[src/rtl/prv_trap_ctrl.sv]
// prv_trap_ctrl: privileged-side trap sequencer.
//
// Takes exception, return and flush signals from the hazard unit plus the raw interrupt
// lines. Produces the PC-redirect handshake (priv_pc, insert_pc, intr). Owns mepc, mcause,
// mtval and mstatus.MIE/MPIE.
//
// Ports:
//   CLK, nRST                  clock, asynchronous active-low reset
//   fault_insn .. env_m        exception flags from hazard unit
//   ex_rmgmt, ex_rmgmt_cause   RISC-MGMT exception and cause index
//   ret                        MRET committing
//   pipe_clear                 pipeline drained, safe to redirect
//   epc, badaddr               faulting PC and fault address / instruction bits
//   timer_int, soft_int, ext_int   raw asynchronous interrupt lines
//   mie_en                     {MEIE, MSIE, MTIE}
//   mtvec                      trap vector CSR
//   mstatus_we/wmie/wmpie      CSR write port for MIE/MPIE
//   priv_pc, insert_pc, intr   redirect target, one-cycle strobe, flush request
//   mepc, mcause, mtval        CSR read values
//   mstatus_mie, mstatus_mpie  CSR read values
//   mip                        synchronized pending {MEIP, MSIP, MTIP}
module prv_trap_ctrl #(
    parameter int unsigned RMGMT_CAUSE_W    = 2,
    parameter int unsigned RMGMT_CAUSE_BASE = 24
) (
    input  logic                     CLK,
    input  logic                     nRST,
    input  logic                     fault_insn,
    input  logic                     mal_insn,
    input  logic                     illegal_insn,
    input  logic                     fault_l,
    input  logic                     mal_l,
    input  logic                     fault_s,
    input  logic                     mal_s,
    input  logic                     breakpoint,
    input  logic                     env_m,
    input  logic                     ex_rmgmt,
    input  logic [RMGMT_CAUSE_W-1:0] ex_rmgmt_cause,
    input  logic                     ret,
    input  logic                     pipe_clear,
    input  logic [31:0]              epc,
    input  logic [31:0]              badaddr,
    input  logic                     timer_int,
    input  logic                     soft_int,
    input  logic                     ext_int,
    input  logic [2:0]               mie_en,
    input  logic [31:0]              mtvec,
    input  logic                     mstatus_we,
    input  logic                     mstatus_wmie,
    input  logic                     mstatus_wmpie,
    output logic [31:0]              priv_pc,
    output logic                     insert_pc,
    output logic                     intr,
    output logic [31:0]              mepc,
    output logic [31:0]              mtval,
    output logic [31:0]              mcause,
    output logic                     mstatus_mie,
    output logic                     mstatus_mpie,
    output logic [2:0]               mip
);

    typedef enum logic [1:0] {StIdle, StTrapWait, StRetWait, StInsert} state_e;

    state_e      state_q, state_d;
    logic [2:0]  sync1_q, mip_q;
    logic [31:0] cause_q, epc_q, tval_q;
    logic [31:0] mepc_q, mcause_q, mtval_q, priv_pc_q;
    logic        mie_q, mpie_q;

    logic        exc_any, exc_tval, irq_take;
    logic [30:0] exc_code, irq_code;
    logic [2:0]  irq_pend;
    logic [31:0] trap_pc;

    // Fixed exception priority; tval carries badaddr only for address/insn faults.
    always_comb begin
        exc_any  = 1'b1;
        exc_tval = 1'b1;
        exc_code = 31'd0;
        if (fault_insn)        exc_code = 31'd1;
        else if (mal_insn)     exc_code = 31'd0;
        else if (illegal_insn) exc_code = 31'd2;
        else if (env_m)        begin exc_code = 31'd11; exc_tval = 1'b0; end
        else if (breakpoint)   exc_code = 31'd3;
        else if (mal_s)        exc_code = 31'd6;
        else if (mal_l)        exc_code = 31'd4;
        else if (fault_s)      exc_code = 31'd7;
        else if (fault_l)      exc_code = 31'd5;
        else if (ex_rmgmt) begin
            exc_code = 31'(RMGMT_CAUSE_BASE) + 31'(ex_rmgmt_cause);
            exc_tval = 1'b0;
        end else begin
            exc_any  = 1'b0;
            exc_tval = 1'b0;
        end
    end

    // {ext, soft, timer} in that priority order.
    always_comb begin
        irq_pend = mip_q & mie_en;
        irq_take = (|irq_pend) & mie_q;
        if (irq_pend[2])      irq_code = 31'd11;
        else if (irq_pend[1]) irq_code = 31'd3;
        else                  irq_code = 31'd7;
    end

    // Vectored mode only offsets interrupts; exceptions always land on the base.
    always_comb begin
        trap_pc = {mtvec[31:2], 2'b00};
        if (mtvec[1:0] == 2'b01 && cause_q[31]) begin
            trap_pc = trap_pc + {cause_q[29:0], 2'b00};
        end
    end

    always_comb begin
        state_d = state_q;
        unique case (state_q)
            StIdle: begin
                if (exc_any || irq_take) state_d = StTrapWait;
                else if (ret)            state_d = StRetWait;
            end
            StTrapWait, StRetWait: begin
                if (pipe_clear) state_d = StInsert;
            end
            StInsert: state_d = StIdle;
            default:  state_d = StIdle;
        endcase
    end

    always_ff @(posedge CLK or negedge nRST) begin
        if (!nRST) state_q <= StIdle;
        else       state_q <= state_d;
    end

    always_ff @(posedge CLK or negedge nRST) begin
        if (!nRST) begin
            sync1_q   <= '0;
            mip_q     <= '0;
            cause_q   <= '0;
            epc_q     <= '0;
            tval_q    <= '0;
            mepc_q    <= '0;
            mcause_q  <= '0;
            mtval_q   <= '0;
            priv_pc_q <= '0;
            mie_q     <= 1'b0;
            mpie_q    <= 1'b0;
        end else begin
            sync1_q <= {ext_int, soft_int, timer_int};
            mip_q   <= sync1_q;
            if (state_q == StIdle) begin
                if (exc_any) begin
                    cause_q <= {1'b0, exc_code};
                    epc_q   <= epc & ~32'd3;
                    tval_q  <= exc_tval ? badaddr : 32'd0;
                end else if (irq_take) begin
                    cause_q <= {1'b1, irq_code};
                    epc_q   <= epc & ~32'd3;
                    tval_q  <= 32'd0;
                end
                if (mstatus_we) begin
                    mie_q  <= mstatus_wmie;
                    mpie_q <= mstatus_wmpie;
                end
            end
            if (state_q == StTrapWait && pipe_clear) begin
                mepc_q    <= epc_q;
                mcause_q  <= cause_q;
                mtval_q   <= tval_q;
                mpie_q    <= mie_q;
                mie_q     <= 1'b0;
                priv_pc_q <= trap_pc;
            end
            if (state_q == StRetWait && pipe_clear) begin
                mie_q     <= mpie_q;
                mpie_q    <= 1'b1;
                priv_pc_q <= mepc_q;
            end
        end
    end

    assign priv_pc      = priv_pc_q;
    assign insert_pc    = (state_q == StInsert);
    assign intr         = (state_q == StTrapWait) || (state_q == StRetWait);
    assign mepc         = mepc_q;
    assign mcause       = mcause_q;
    assign mtval        = mtval_q;
    assign mstatus_mie  = mie_q;
    assign mstatus_mpie = mpie_q;
    assign mip          = mip_q;

endmodule
[config.mk]
export PLATFORM = sky130hd
export DESIGN_NAME = prv_trap_ctrl
export DESIGN_NICKNAME = d
export VERILOG_FILES = /design/src/rtl/prv_trap_ctrl.sv
export SDC_FILE = /design/constraint.sdc
export NUM_CORES = 1
export LEC_CHECK = 0
export BUFFER_PORTS_ARGS = -buffer_cell sky130_fd_sc_hd__clkbuf_2
export CORE_MARGIN = 1
export CORE_UTILIZATION = 51
export DETAILED_ROUTE_END_ITERATION = 8
export GPL_ROUTABILITY_DRIVEN = 0
export PLACE_DENSITY = 0.91
export SKIP_CTS_REPAIR_TIMING = 1
export SKIP_LAST_GASP = 1
export SYNTH_ARGS = -nofsm -noshare
export SYNTH_HDL_FRONTEND = slang
export SYNTH_SLANG_ARGS = --single-unit
[constraint.sdc]
create_clock -name CLK -period 3.1 [get_ports CLK]
set_clock_uncertainty 0.1 [all_clocks]
set_input_delay 0.93 -clock CLK [delete_from_list [all_inputs] [get_ports CLK]]
set_output_delay 0.93 -clock CLK [all_outputs]
set_load 0.01 [all_outputs]
Yosys cells after proc, flatten, opt, wreduce, memory -nomap -nowiden
Cells that the tools add are included.

Flip-flop bits (word level): 234. Output and inout port bits: 135. Word-level logic and storage cells: 90.

$add $sub $neg: 2. Equal/unequal tests: 6. Mux-type cells: 53. Bitwise operators: 2. Reduce and logical (&&, ||, !) cells: 15.

Operators by type and width (count): $mux W32 (10); $mux W6 (9); $add A32 B32 Y32 (1); $mux W31 (1); $mux W1 (27); $add A5 B2 Y6 const A (1); $mux W2 (3); $pmux W2 S3 (1); $reduce_and A2 Y1 (3); $reduce_bool A3 Y1 (2); $eq A2 B1 Y1 const B (2); $eq A2 B2 Y1 const B (2); $mux W4 (1); $reduce_bool A2 Y1 (2); $and A3 B3 Y3 (1); $logic_and A1 B1 Y1 (3); $mux W3 (1); $ne A3 B3 Y1 const B (1); $reduce_or A3 Y1 (1); $logic_not A2 Y1 (1); $logic_or A1 B1 Y1 (2); $ne A2 B2 Y1 const B (1); $reduce_or A2 Y1 (1); $and A1 B1 Y1 (1).

Depth between registers and ports, before layout
Gate-level depths: netlist of the first run.

Word-level depth: 13. Mapped depth: 8.

Least setup slack after synthesis of the first run
OpenSTA, ideal clock, no wires.

Kind: input to register. Start: input fault_s. End: register state_q[0]. Library setup time: 0.123 ns. Data arrival time: 2.817 ns. Path slack: 0.061 ns. Stages on the path: 5. Cells stage by stage: or4_4 -> or4_4 -> nor2_1 -> mux2_2 -> o221a_2.

Longest elaborated chain between the ends: 11.

Ends and longest elaborated chain: start: declaration (line 33) `input logic fault_s,`; $mux W1 (*) (line 87) `else if (fault_s) exc_code = 31'd7;`; $mux W1 (*) (line 86) `else if (mal_l) exc_code = 31'd4;`; $mux W1 (*) (line 85) `else if (mal_s) exc_code = 31'd6;`; $mux W1 (*) (line 84) `else if (breakpoint) exc_code = 31'd3;`; $mux W1 (*) (line 83) `else if (env_m) begin exc_code = 31'd11; exc_tval = 1'b0; end`; $mux W1 (*) (line 82) `else if (illegal_insn) exc_code = 31'd2;`; $mux W1 (*) (line 81) `else if (mal_insn) exc_code = 31'd0;`; $mux W1 (*) (line 80) `if (fault_insn) exc_code = 31'd1;`; $logic_or A1 B1 Y1 (*) (line 119) `if (exc_any || irq_take) state_d = StTrapWait;`; $mux W2 / $ne A3 B3 Y1 (equally long branches); $pmux W2 S3 / $reduce_and A2 Y1 (equally long branches); end signal: assignment (line 131) `if (!nRST) state_q <= StIdle;`; end signal: assignment (line 132) `else state_q <= state_d;`; end: declaration (line 64) `state_e state_q, state_d;`.

Every way passes the cells marked *; elsewhere a longest branch is shown, timed or not. A chain may end at the register's enable or synchronous reset.

Worst setup path in the final report of the first run
Start: input fault_s. End: register epc_q[31].

Longest elaborated chain between the ends: 10.

Ends and longest elaborated chain: $mux W1 (*) (line 87); $mux W1 (*) (line 86); $mux W1 (*) (line 85); $mux W1 (*) (line 84); $mux W1 (*) (line 83); $mux W1 (*) (line 82); $mux W1 (*) (line 81); $mux W1 (*) (line 80); $reduce_bool A2 Y1 (no source line); $reduce_and A2 Y1 (no source line); end signal: assignment (line 154) `epc_q <= epc & ~32'd3;`; end signal: assignment (line 158) `epc_q <= epc & ~32'd3;`; end: declaration (line 66) `logic [31:0] cause_q, epc_q, tval_q;`.

Marks and branches as above.

==> impl_metrics.yaml, run 1 <==
synthesis:
  synthAdderAreaFrac_pct: 1.80
  synth_top_family_by_area: "multiplexers"
  synth-simple-area-share_pct: 9.08
  syn_inst: 686
  yosysWarnings: 0
  ys_types: 54
  synthFlopType: "dfrtp_1"
  syn_area_um2: 8080
  synth.yosys.seq_area_share_pct: 54.5
  synth-xor-area-share_pct: 2.93
  synth_edf_count: 0
  synth_compound_area_share_pct: 10.9
  synthArstFlopShare_pct: 100
  synth.area.mux_share_pct: 15.2
  synth-seq-cells: 176
  synth.avg_cell_area_um2: 11.8
global_routing:
  grt_use_total_pct: 26.1
  grt_pass1_wl_um: 32200
  antenna_found_initial: 0
  grt_max_degree: 55
  overflow: 0
  grt_pass1_vias: 6236
cts:
  cts.sinks: 176
  clk_root_buffer_cell: "clkbuf_16"
  numCtsBuffers: 17
  h-tree-depth: 4
  insertion_delay_ns: 0.43
  path_clk_slew_ns: 0.07
  ctsLongestPathBuffers: 2
  cts_tree: "yes"
layout:
  antenna_cells: 0
  drive_gt1_share_pct: 40.9
  fin_nets: 1046
  syn_to_final_growth_pct: 24.4
  mostFrequentLayoutCells: "clkbuf_2, dfrtp_1, nand2_1"
  final_cells: 1138
  seqCellArea_um2: 4400
  final_common_cell: "clkbuf_2"
  multi_input_area_um2: 3350
  fill_cells: 1128
floorplanning:
  io_pins: 256
  die_y_um: 128
  row_count: 45
  core_area_um2: 15300
  die_area_um2: 16300
  initial_core_util_pct: 52.7
  die_w_um: 128
worst_setup_path:
  required_ns: 3.31
  critical_path_class: "in2reg"
  cp.arrival_ns: 2.96
  worstSetupStartpointType: "input port"
  cp-end-kind: "flip-flop"
  critPathMaxFanout: 26
  worstRegToRegCells: 5
timing:
  relSlewSlack_pct: 14.2
  rsz0062_at_grt: "false"
  min_period_ns: 2.74
  setup_viol: 0
  slew_viol_final: 0
  period_share_pct: 88.5
  worstMarginPinSlew_ns: 1.29
  clock.fmax_ghz: 0.365
  hold_viol: 0
  timing.hold.ws_ns: 0.250
run_status:
  status: "complete, no violations"
flow_run:
  drv_cap: 0
detailed_routing:
  vias_per_cell: 5.44
  final_antenna_net_count: 0
  routedWlPerCell_um: 18.1
  drt_iter0_drc: 346
  drcViolationCount: 0
  vias: 6191
  first_pass_iters: 4
  wirelength_um: 20600
placement:
  dp_hpwl_um: 14800
  place_inst: 1106
  numPortBuffers: 223
pwr:
  p_leak_uw: 0.00496
  ir_drop_mv: 0.580
  powerDensity_nw_per_um2: 998
min_path:
  hold_path_class: "reg2reg"
  hold_path_depth: 0
## metal layers
metal / vias to the layer above / global-route usage, % / share of wire, %
met5: - / 0 / 0
met4: 0 / 11.0 / 2.7
met3: 45 / 8.10 / 7.4
met2: 250 / 44.9 / 51
met1: 3052 / 30.1 / 39
li1: 2844 / - / -
## Yosys cell counts (11+ instances only)
master | n | area [µm²]
a21oi_1 | 14 | 70.1
o21ai_0 | 68 | 340
clkbuf_1 | 28 | 105
nor2_1 | 12 | 45.0
buf_4 | 34 | 255
nand3_1 | 11 | 55.1
mux2_2 | 72 | 811
dfrtp_1 | 176 | 4400
nor3_1 | 12 | 60.1
a22oi_1 | 27 | 203
nand2_1 | 88 | 330
mux2_4 | 20 | 300
xnor2_1 | 26 | 228
## worst max-delay path, cell delays in order
cell and delay (ns):
clkbuf_2 0.10, or4_4 0.56, or4_4 0.54, o21ai_4 0.23, buf_12 0.24, mux2_2 0.36
## cells by family (layout without fill, tap and decap cells)
family	count (synthesis)	after routing
other cells	1	30
xor+xnor	27	27
compound gates	141	141
simple gates	156	156
fa+ha+maj	11	11
flops	176	176
buf+inv	71	283
mux	103	103
## per-stage QoR
stage	setup TNS [ns]	area [µm²]	total power (µW)	worst slack [ns]	utilization [%]
finish	0	10000	10000	0.357	65.6
global placement	-1.68	9420	7590	-0.0557	61.5
global route	0	10000	10600	0.314	65.6
detailed placement	-2.76	9420	7840	-0.0903	61.5
floorplan	0	8190	6400	0.0608	-
CTS	0	10000	10100	0.374	65.6
## final timing paths
check / from / end / slack (ns)
max: fault_s / epc_q[31] / 0.36
min: sync1_q[1] / mip[1] / 0.25
max reg2reg: state_q[0] / priv_pc[12] / 0.62
min reg2reg: sync1_q[1] / mip[1] / 0.25
max in group asynchronous: nRST / mtval[25] / 1.85
min in group asynchronous: nRST / epc_q[4] / 0.32
## state kept, by name, indices dropped and copies added, names as in the netlist
register and count:
mepc 30, mstatus_mpie 1, priv_pc 30, epc_q 30, state_q 2, sync1_q 3, mip 3, tval_q 32
mcause 6, cause_q 6, mtval 32, mstatus_mie 1
## where the power goes
part	leakage, µW	internal (µW)	switching (µW)
Sequential	0.00214	3380	697
Combinational	0.00252	1840	1900
Clock	0.000299	1110	1090
Total	0.00496	6330	3690
## cell type report
type                       count  share of cell area, %
sequential                   176                   43.8
multi-input combinational    468                   33.4
timing repair buffer         246                   13.8
clock buffer                  17                   4.23
tap                          211                   2.63
clock inverter                15                   1.99
inverter                       5                  0.187
Note: power is estimated with default switching activity, not from simulation.
==> run 2: changes to the inputs <==
- ABC_AREA: default -> 1
- CORE_UTILIZATION: 51 -> 52
- PLACE_DENSITY: 0.91 -> 0.92
==> impl_metrics.yaml, run 2 <==
run_status:
  status: "complete, no violations"
cts:
  cts_tree: "yes"
  insertion_delay_ns: 0.42
  path_clk_slew_ns: 0.07
  cts.sinks: 176
  h-tree-depth: 4
  numCtsBuffers: 17
  clk_root_buffer_cell: "clkbuf_16"
  ctsLongestPathBuffers: 2
timing:
  rsz0062_at_grt: "false"
  slew_viol_final: 0
  setup_viol: 0
  relSlewSlack_pct: 61.2
  hold_viol: 0
  min_period_ns: 2.55
  worstMarginPinSlew_ns: 0.583
  clock.fmax_ghz: 0.392
  timing.hold.ws_ns: 0.257
  period_share_pct: 82.3
  tns_ns: 0
floorplanning:
  core_area_um2: 15900
  die_y_um: 130
  die_area_um2: 16900
  io_pins: 256
  initial_core_util_pct: 53.3
  row_count: 46
  die_w_um: 130
layout:
  syn_to_final_growth_pct: 21.0
  seqCellArea_um2: 4400
  drive_gt1_share_pct: 25.7
  final_common_cell: "nand2_1"
  fin_area_um2: 10300
  fill_cells: 1301
  fin_nets: 1348
  mostFrequentLayoutCells: "nand2_1, clkbuf_2, dfrtp_1"
  multi_input_area_um2: 3280
placement:
  placed_cell_area_um2: 9700
  numPortBuffers: 223
  dp_hpwl_um: 16000
detailed_routing:
  drt_iter0_drc: 493
  vias_per_cell: 5.22
  wirelength_um: 21600
  first_pass_iters: 5
  final_antenna_net_count: 0
  vias: 7541
  drcViolationCount: 0
  routedWlPerCell_um: 14.9
synthesis:
  yosysWarnings: 0
  synth_common_cells: "nand2_1, dfrtp_1, inv_1"
  synth_edf_count: 0
  synth.avg_cell_area_um2: 8.47
  yosysMostFrequentCell: "nand2_1"
  ys_types: 37
  synthFlopType: "dfrtp_1"
  yosys-top-cells-area: "dfrtp_1, nand2_1, inv_1"
  synthArstFlopShare_pct: 100
  synth.yosys.seq_area_share_pct: 51.8
  post-synth-top-area-fraction_pct: 51.8
  synth-seq-cells: 176
  syn_inst: 1004
  synth_area_leader_cell: "dfrtp_1"
  syn_area_um2: 8500
pwr:
  powerDensity_nw_per_um2: 928
  p_leak_uw: 0.00543
  power_uw: 9550
  ir_drop_mv: 0.490
worst_setup_path:
  cp.arrival_ns: 2.76
  cp-end-kind: "flip-flop"
  critPathMaxFanout: 9
  required_ns: 3.31
  worstSetupStartpointType: "input port"
  path_delay_family: "simple AND/OR/NAND/NOR gates"
  critical_path_class: "in2reg"
  r2r-end: "priv_pc[20]"
  worstRegToRegCells: 12
  crit_buf_inv: 2
  slowest_stage: "fa_1"
  critPathMostFrequentCell: "nand2_1"
  timing.rr.start: "cause_q[0]"
  r2r_slack_ns: 0.75
  crit_chain: "clkbuf_2 > ha_1 > fa_1 > nand3_1 > nand3_1 > nand2_1 > nand2_1 > nand2_1 > inv_1 > nand2_1 > nand2_1 > nand3_1 > nand3_1"
  max_stage_delay_ns: 0.42
min_path:
  hold_path_class: "reg2reg"
  hold_path_end: "mip[2]"
  hold_path_depth: 0
  worstHoldStart: "sync1_q[2]"
global_routing:
  grt_pass1_wl_um: 33800
  grtUsageMet1_pct: 32.7
  antenna_found_initial: 1
  busiest_layer: "met2"
  grt_use_met2_pct: 42.6
  grt_use_total_pct: 26.5
  use_met3_pct: 7.42
  grt_pass1_vias: 7086
  overflow: 0
  grt_max_degree: 69
flow_run:
  drv_cap: 0
run 2: layer usage:
metal	vias up	routed length [µm]	share of wire, %
li1	3597	-	-
met1	3511	8650	40
met2	361	10300	48
met3	72	1690	7.8
met4	0	954	4.4
met5	-	0	0
run 2: logic make-up after synthesis:
| logic type | Yosys count | share of synthesized area, % |
|---|---|---|
| AND/OR/NAND/NOR | 425 | 21.1 |
| buffers and inverters | 199 | 11.1 |
| AO/OA/AOI/OAI | 187 | 13.7 |
| flip-flops | 176 | 51.8 |
| adder cells (fa/ha/maj) | 11 | 1.71 |
| XOR/XNOR | 4 | 0.412 |
| other | 1 | 0.0441 |
| multiplexers | 1 | 0.132 |
run 2: report_power, final:
| group | internal, µW | switching, µW |
|---|---|---|
| Combinational | 1340 | 2220 |
| Clock | 1230 | 944 |
| Sequential | 3270 | 549 |
| Total | 5830 | 3720 |
run 2: worst max path at each step:
stage	start	to	slack (ns)	depth (start not counted)
final	mtvec[2]	priv_pc[20]	0.55	13
after global routing	mtvec[2]	priv_pc[20]	0.43	13
after CTS	mtvec[2]	priv_pc[20]	0.59	13
after detailed placement	mtvec[2]	priv_pc[20]	0.14	13
after global placement	mtvec[2]	priv_pc[20]	0.20	13
after floorplan	mtvec[2]	priv_pc[20]	0.52	12
run 2: layout make-up:
cell class / instances / share of cell area [%]
well taps: 216 / 2.63
repair buffers: 235 / 12.3
clock inverters: 13 / 1.47
flip-flops and latches: 176 / 42.8
inverters: 128 / 4.69
multi-input cells: 658 / 31.8
clock buffers: 19 / 4.30
diodes: 1 / 0.0243
run 2: stage by stage:
step / worst slack (ns) / std cells / utilization, %
2_1_floorplan: 0.518 / 1033 / -
3_3_place_gp: 0.199 / 1413 / 60.8
5_1_grt: 0.430 / 1445 / 64.5
4_1_cts: 0.588 / 1445 / 64.5
6_report: 0.549 / 1446 / 64.6
3_5_place_dp: 0.138 / 1413 / 60.8
==> run 3: changes to the inputs <==
- ABC_AREA: 1 -> 0
- CORE_UTILIZATION: 52 -> 51
- PLACE_DENSITY: 0.92 -> 0.91
- clock period: 3.1 -> 2.5 ns (I/O delays scaled with it)
==> impl_metrics.yaml, run 3 (same netlist as run 1, synthesis figures left out) <==
global_routing:
  antenna_found_initial: 0
  overflow: 0
  grt_max_degree: 52
  grt_pass1_vias: 6358
  grt_pass1_wl_um: 32100
  grt_use_total_pct: 25.8
cts:
  cts_tree: "yes"
  insertion_delay_ns: 0.44
  clk_root_buffer_cell: "clkbuf_16"
  h-tree-depth: 4
  numCtsBuffers: 17
  cts.sinks: 176
  ctsLongestPathBuffers: 2
  path_clk_slew_ns: 0.07
placement:
  pre_cts_ws_ns: -0.500
  dp_hpwl_um: 14900
  placed_cell_area_um2: 9670
  numPortBuffers: 223
timing:
  min_period_ns: 2.57
  worstMarginPinSlew_ns: 0.486
  setup_slack_ns: -0.0674
  clock.fmax_ghz: 0.390
  period_share_pct: 103
  rsz0062_at_grt: "true"
  setup_viol: 11
  relSlewSlack_pct: 66.8
  slew_viol_final: 0
  hold_viol: 0
worst_setup_path:
  cp.arrival_ns: 2.78
  slowest_stage: "or4_4"
  max_stage_delay_ns: 0.54
  required_ns: 2.71
  crit_chain: "buf_6 > or4_4 > or4_4 > o21ai_4 > buf_12 > buf_12 > mux2_4"
  critical_path_class: "in2reg"
  critPathMaxFanout: 7
  worstSetupStartpointType: "input port"
  cp-end-kind: "flip-flop"
pwr:
  ir_drop_mv: 0.713
  powerDensity_nw_per_um2: 1220
  p_leak_uw: 0.00516
layout:
  fin_area_um2: 10400
  drive_gt1_share_pct: 43.5
  multi_input_area_um2: 3360
  seqCellArea_um2: 4400
  fin_nets: 1083
  syn_to_final_growth_pct: 28.6
  final_common_cell: "clkbuf_2"
  mostFrequentLayoutCells: "clkbuf_2, dfrtp_1, nand2_1"
  antenna_cells: 0
  fill_cells: 1105
detailed_routing:
  first_pass_iters: 5
  routedWlPerCell_um: 17.8
  drt_iter0_drc: 432
  drcViolationCount: 0
  vias: 6374
  vias_per_cell: 5.42
  final_antenna_net_count: 0
  wirelength_um: 21000
run_status:
  violations: "negative setup slack"
  status: "finished with violations"
flow_run:
  drv_cap: 0
floorplanning:
  core_area_um2: 15300
  initial_core_util_pct: 52.7
  die_area_um2: 16300
  die_w_um: 128
  io_pins: 256
  row_count: 45
  die_y_um: 128
min_path:
  hold_path_class: "in2async"
-- run 3: power breakdown --
group          switching, µW  internal, µW  total, µW
Sequential               848          4190       5030
Clock                   1300          1350       2650
Combinational           2460          2520       4970
Total                   4600          8060      12700
-- run 3: routing by layer --
| layer | global-route usage (%) | wire, µm |
|---|---|---|
| met1 | 30.5 | 8310 |
| met2 | 43.8 | 10500 |
| met3 | 7.18 | 1450 |
| met4 | 12.0 | 657 |
| met5 | 0 | 0 |
-- run 3: final cells by class --
class,instances,share of cell area (%)
clock inverter,14,1.59
timing repair buffer,283,16.8
clock buffer,18,4.13
multi-input combinational,468,32.4
sequential,176,42.4
inverter,5,0.181
tap,211,2.54
-- run 3: worst max-delay path: cells and delay by family --
family                 cells  cell delay [ns]
AND/OR/NAND/NOR            2             1.06
buffers and inverters      3             0.40
multiplexers               1             0.30
AO/OA/AOI/OAI              1             0.25
-- run 3: metrics by stage --
stage               total power, µW  utilization [%]  hold slack, ns  std cells  TNS [ns]
floorplan                      7940                -           0.231        715    -14.81
global placement               9510             63.2           0.232       1137    -30.47
detailed placement             9800             63.2           0.236       1137    -33.36
CTS                           12500             67.0           0.167       1169     -1.20
global route                  13400             67.8           0.186       1175    -0.903
finish                        12700             67.8           0.155       1175    -0.558
-- run 3: worst paths after layout --
path                       cells after the start           to        from  slack [ns]
min in group CLK                               0       mip[1]  sync1_q[1]        0.25
max in group asynchronous                      2  priv_pc[19]        nRST        1.49
max reg2reg                                    8  priv_pc[25]  cause_q[1]        0.20
max                                            7     epc_q[5]     fault_s       -0.07
min reg2reg                                    0       mip[1]  sync1_q[1]        0.25
min                                            1     mepc[12]        nRST        0.15
